### config.mk
export PLATFORM = sky130hd
export DESIGN_NAME = riscv_mc_ctrl
export DESIGN_NICKNAME = d
export VERILOG_FILES = /design/src/rtl/riscv_mc_ctrl.sv
export SDC_FILE = /design/constraint.sdc
export NUM_CORES = 1
export LEC_CHECK = 0
export CORE_MARGIN = 2
export CORE_UTILIZATION = 25
export CTS_CLUSTER_DIAMETER = 150
export DETAILED_ROUTE_END_ITERATION = 10
export GPL_TIMING_DRIVEN = 0
export MAX_ROUTING_LAYER = met4
export PLACE_DENSITY = 0.41
export SKIP_LAST_GASP = 1
export SLEW_MARGIN = 10
export SYNTH_ARGS = -nofsm -noshare
export SYNTH_HDL_FRONTEND = slang
export SYNTH_SLANG_ARGS = --single-unit
### constraint.sdc
create_clock -name clk -period 5.7 [get_ports clk]
set_clock_uncertainty 0.2 [all_clocks]
set_input_delay 1.425 -clock clk [delete_from_list [all_inputs] [get_ports clk]]
set_output_delay 1.425 -clock clk [all_outputs]
set_load 0.01 [all_outputs]
### src/rtl/riscv_mc_ctrl.sv
// riscv_mc_ctrl: multi-cycle RV32I control sequencer (FETCH/DECODE/EXEC/MEM/WB)
// with retired-instruction counter and shared-memory-port timeout watchdog.
module riscv_mc_ctrl #(
    parameter int CNT_W       = 32,
    parameter int MEM_TIMEOUT = 255
) (
    input  logic             clk,
    input  logic             rst_n,
    input  logic [6:0]       opcode,
    input  logic             branch_taken,
    input  logic             mem_ready,
    output logic             pc_write,
    output logic [1:0]       pc_sel,
    output logic             ir_write,
    output logic             mem_req,
    output logic             mem_we,
    output logic             mem_addr_sel,
    output logic [1:0]       alu_op,
    output logic             alu_src_b_imm,
    output logic             reg_write,
    output logic [1:0]       wb_sel,
    output logic             retire,
    output logic [CNT_W-1:0] instret,
    output logic             halted,
    output logic             fault
);
    localparam logic [6:0] OP_LUI    = 7'b0110111;
    localparam logic [6:0] OP_AUIPC  = 7'b0010111;
    localparam logic [6:0] OP_JAL    = 7'b1101111;
    localparam logic [6:0] OP_JALR   = 7'b1100111;
    localparam logic [6:0] OP_BRANCH = 7'b1100011;
    localparam logic [6:0] OP_LOAD   = 7'b0000011;
    localparam logic [6:0] OP_STORE  = 7'b0100011;
    localparam logic [6:0] OP_IMM    = 7'b0010011;
    localparam logic [6:0] OP_OP     = 7'b0110011;
    localparam logic [6:0] OP_FENCE  = 7'b0001111;
    localparam logic [6:0] OP_SYSTEM = 7'b1110011;

    typedef enum logic [2:0] {S_FETCH, S_DECODE, S_EXEC, S_MEM, S_WB, S_HALT} state_t;

    state_t      state, state_n;
    logic [6:0]  op_q;
    logic [15:0] tmo_cnt;
    logic        legal, waiting, tmo, fault_set;
    logic        is_ld, is_st, is_br, is_jal, is_jalr, is_fence, is_sys, is_lui, is_op, is_opi;

    assign legal    = opcode inside {OP_LUI, OP_AUIPC, OP_JAL, OP_JALR, OP_BRANCH, OP_LOAD,
                                     OP_STORE, OP_IMM, OP_OP, OP_FENCE, OP_SYSTEM};
    assign is_ld    = op_q == OP_LOAD;
    assign is_st    = op_q == OP_STORE;
    assign is_br    = op_q == OP_BRANCH;
    assign is_jal   = op_q == OP_JAL;
    assign is_jalr  = op_q == OP_JALR;
    assign is_fence = op_q == OP_FENCE;
    assign is_sys   = op_q == OP_SYSTEM;
    assign is_lui   = op_q == OP_LUI;
    assign is_op    = op_q == OP_OP;
    assign is_opi   = op_q == OP_IMM;
    assign halted   = state == S_HALT;

    // A ready on the limit cycle is not a wait, so completion beats the watchdog.
    assign waiting  = (state == S_FETCH || state == S_MEM) && !mem_ready;
    assign tmo      = waiting && tmo_cnt == 16'(MEM_TIMEOUT - 1);

    always_ff @(posedge clk or negedge rst_n) begin
        if (!rst_n) begin
            state   <= S_FETCH;
            op_q    <= '0;
            tmo_cnt <= '0;
            instret <= '0;
            fault   <= 1'b0;
        end else begin
            state   <= state_n;
            op_q    <= (state == S_DECODE) ? opcode : op_q;
            tmo_cnt <= waiting ? tmo_cnt + 16'd1 : '0;
            instret <= retire ? instret + CNT_W'(1) : instret;
            fault   <= fault | fault_set;
        end
    end

    // Memory strobes are gated by rst_n so a held reset drops the request at once.
    always_comb begin
        state_n       = state;
        fault_set     = 1'b0;
        pc_write      = 1'b0;
        pc_sel        = 2'd0;
        ir_write      = 1'b0;
        mem_req       = 1'b0;
        mem_we        = 1'b0;
        mem_addr_sel  = 1'b0;
        alu_op        = 2'd0;
        alu_src_b_imm = 1'b0;
        reg_write     = 1'b0;
        wb_sel        = 2'd0;
        retire        = 1'b0;
        case (state)
            S_FETCH: begin
                mem_req   = rst_n;
                ir_write  = rst_n && mem_ready;
                fault_set = tmo;
                state_n   = tmo ? S_HALT : mem_ready ? S_DECODE : S_FETCH;
            end
            S_DECODE: begin
                fault_set = !legal;
                state_n   = legal ? S_EXEC : S_HALT;
            end
            S_EXEC: begin
                pc_write      = is_br || is_jal || is_jalr || is_fence;
                pc_sel        = is_jalr ? 2'd2 : (is_jal || (is_br && branch_taken)) ? 2'd1 : 2'd0;
                alu_op        = is_br ? 2'd1 : (is_op || is_opi) ? 2'd2 : 2'd0;
                alu_src_b_imm = is_ld || is_st || is_opi;
                reg_write     = is_jal || is_jalr;
                wb_sel        = (is_jal || is_jalr) ? 2'd2 : 2'd0;
                retire        = pc_write || is_sys;
                state_n       = pc_write ? S_FETCH : is_sys ? S_HALT : (is_ld || is_st) ? S_MEM : S_WB;
            end
            S_MEM: begin
                mem_req      = rst_n;
                mem_addr_sel = 1'b1;
                mem_we       = is_st;
                pc_write     = is_st && mem_ready;
                retire       = is_st && mem_ready;
                fault_set    = tmo;
                state_n      = tmo ? S_HALT : !mem_ready ? S_MEM : is_st ? S_FETCH : S_WB;
            end
            S_WB: begin
                reg_write = 1'b1;
                wb_sel    = is_ld ? 2'd1 : is_lui ? 2'd3 : 2'd0;
                pc_write  = 1'b1;
                retire    = 1'b1;
                state_n   = S_FETCH;
            end
            default: state_n = S_HALT;
        endcase
    end
endmodule

==> impl_metrics.ini <==
[status]
status = complete, no violations

[detailed_routing]
antenna_left = 0
firstDrtPassIters = 4
detail_route.wl_per_cell_um = 13.5
drt-total-wl_um = 7260
drtIter0Drc = 68
via_count = 2389
vias_per_cell = 4.45
drc = 0

[timing]
max_slew_margin_pct = 46.0
period_share_pct = 87.4
rsz0062_at_grt = false
maxSlewViolCount = 0
hold_viol = 0
timing.final.crit_period_ns = 4.98
setup_violations = 0
fmax_ghz = 0.201
tightest_slew_ns = 0.805

[place]
numPortBuffers = 58
hpwl_um = 5320
placed_cells = 521
place.gp.congestion = 0.764
placed_area_mm2 = 0.00394

[setup_path]
critPathKind = in2out
crit_buf_inv = 3
critPathMaxFanout = 8
crit_path_end_kind = primary output
path_cells = clkdlybuf4s50_1 -> a41oi_2 -> and2_1 -> inv_2 -> clkdlybuf4s50_1
crit_arrival_ns = 3.36
critical_path.max_stage_delay_ns = 0.65
worstSetupStartpointType = input port
path_common_cell = clkdlybuf4s50_1
cp_top_family = buffers and inverters
slowest_stage = clkdlybuf4s50_1
required_ns = 4.07

[power]
irDropWorstVdd_v = 0.000149
power.density_mw_per_mm2 = 356
p_leak_nw = 1.66

[clock_tree]
clkTransAtPathRegs_ns = 0.05
cts_resized = 0
ctsHoldBuffers = 0
postCtsSetupBuffers = 0
clock_latency_ns = 0.32
clkSinkCount = 59
cts.path.max_buffers = 2
cts_tree = built
cts_made_buffers = 9
cts_max_level = 3
root_buffer = clkbuf_16

[die]
die_width_um = 116
dieArea_mm2 = 0.0134
floorplan.rows = 40
ios = 59
start_util_pct = 25.8
die_y_um = 116
coreArea_mm2 = 0.0121

[synthesis]
synth_area_per_cell_um2 = 10.6
yosysWarnings = 0
async_flop_share_pct = 100
synth_edf_count = 0
synthCells = 294
yosysSeqAreaShare_pct = 47.3
syn_nets = 308
synth-main-ff-cell = dfrtp_1
ys_seq_elements = 59
syn-cell-area_mm2 = 0.00312
ys_types = 51

[grt]
antenna_found_initial = 0
grt_use_met1_pct = 15.4
use_met3_pct = 2.98
grtUsageMet2_pct = 18.1
overflow = 0
grt_pass1_vias = 2397
track_usage_pct = 11.9
busiest_layer = met2
grt_first_pass_wirelength_um = 12100
grt_max_degree = 43

[layout]
stdcell_count = 537
nets = 378
fin_area_mm2 = 0.00426
layout_commonest_cell = dfrtp_1
drive_gt1_share_pct = 12.5
layout_common_cells = dfrtp_1, clkdlybuf4s50_1, xnor2_1
area_growth_pct = 36.4
n_antenna_cell = 0
fillCellCount = 1268
final_util_pct = 35.1

[flow_run]
maxCapViolations = 0

[hold_path]
hp-class = reg2reg
-- worst register-to-register path: stages, from the launching register on --
cell and delay (ns):
dfrtp_1 0.36, buf_6 0.13, nand4bb_4 0.26, nor4_2 0.38, a41oi_2 0.16, a21oi_2 0.35
buf_2 0.30, nand4_1 0.14, xnor2_1 0.16
-- state kept, by name, summed over array words and instances, names as in the netlist --
| signal | flops |
|---|---|
| instret | 32 |
| fault | 1 |
| state | 3 |
| tmo_cnt | 16 |
| op_q | 7 |
-- report_power, final --
| group | leakage [nW] | internal (mW) | switching (mW) |
|---|---|---|---|
| Combinational | 0.726 | 0.207 | 0.193 |
| Sequential | 0.776 | 0.472 | 0.0663 |
| Clock | 0.157 | 0.394 | 0.184 |
-- final cells by class --
| type | count | area, um^2 | area share (%) |
|---|---|---|---|
| timing repair buffer | 59 | 606 | 14.2 |
| buffer | 10 | 76.3 | 1.79 |
| sequential | 59 | 1480 | 34.7 |
| tap | 168 | 210 | 4.94 |
| clock inverter | 4 | 73.8 | 1.73 |
| inverter | 7 | 27.5 | 0.647 |
| clock buffer | 12 | 246 | 5.79 |
| multi-input combinational | 218 | 1540 | 36.2 |
-- Yosys cell counts (3+ instances only) --
master | instances | area [um^2]
xor2_1 | 13 | 114
a21oi_1 | 6 | 30.0
nand3_1 | 21 | 105
inv_1 | 5 | 18.8
and2_1 | 3 | 18.8
dfrtp_1 | 59 | 1480
nand2_1 | 20 | 75.1
and3_1 | 11 | 68.8
xnor2_1 | 31 | 272
or3_1 | 4 | 25.0
nor3_1 | 5 | 25.0
nand4_1 | 17 | 106
nor3b_1 | 5 | 37.5
buf_6 | 5 | 56.3
o21ai_0 | 4 | 20.0
clkbuf_1 | 4 | 15.0
nand2b_1 | 4 | 25.0
and4_1 | 4 | 35.0
ha_1 | 3 | 37.5
nor2_1 | 29 | 109
mux2_2 | 8 | 90.1
-- final timing paths --
check / start / end / slack, ns / depth (start not counted)
setup / recovery: mem_ready / retire / 0.72 / 5
hold / removal: instret[31]$_DFFE_PN0P_ / instret[31]$_DFFE_PN0P_ / 0.27 / 1
setup reg to reg: op_q[2]$_DFFE_PN0P_ / instret[28]$_DFFE_PN0P_ / 3.14 / 8
hold reg to reg: instret[31]$_DFFE_PN0P_ / instret[31]$_DFFE_PN0P_ / 0.27 / 1
max in group asynchronous: rst_n / op_q[6]$_DFFE_PN0P_ / 4.02 / 2
min in group asynchronous: rst_n / instret[9]$_DFFE_PN0P_ / 0.78 / 1
-- through the flow --
step | setup WS (ns) | hold slack (ns) | power, mW | TNS, ns
floorplan | 2.05 | 0.275 | 0.799 | 0
global placement | -0.977 | 0.266 | 0.951 | -1.87
detailed placement | 0.696 | 0.269 | 0.954 | 0
CTS | 0.677 | 0.284 | 1.54 | 0
global route | 0.614 | 0.306 | 1.60 | 0
finish | 0.718 | 0.273 | 1.52 | 0
-- layer usage --
metal | vias to the layer above | share of wire, %
li1 | 1183 | -
met1 | 1151 | 49
met2 | 48 | 45
met3 | 7 | 4.6
met4 | 0 | 1.3
met5 | - | 0
-- cells by family after synthesis --
group | after synthesis | share of synthesized area (%)
simple gates | 137 | 25.2
flops | 59 | 47.3
xor+xnor | 44 | 12.4
compound gates | 26 | 7.70
buf+inv | 17 | 3.33
mux | 8 | 2.89
fa+ha+maj | 3 | 1.20
Power figures use the tool's default switching activity.
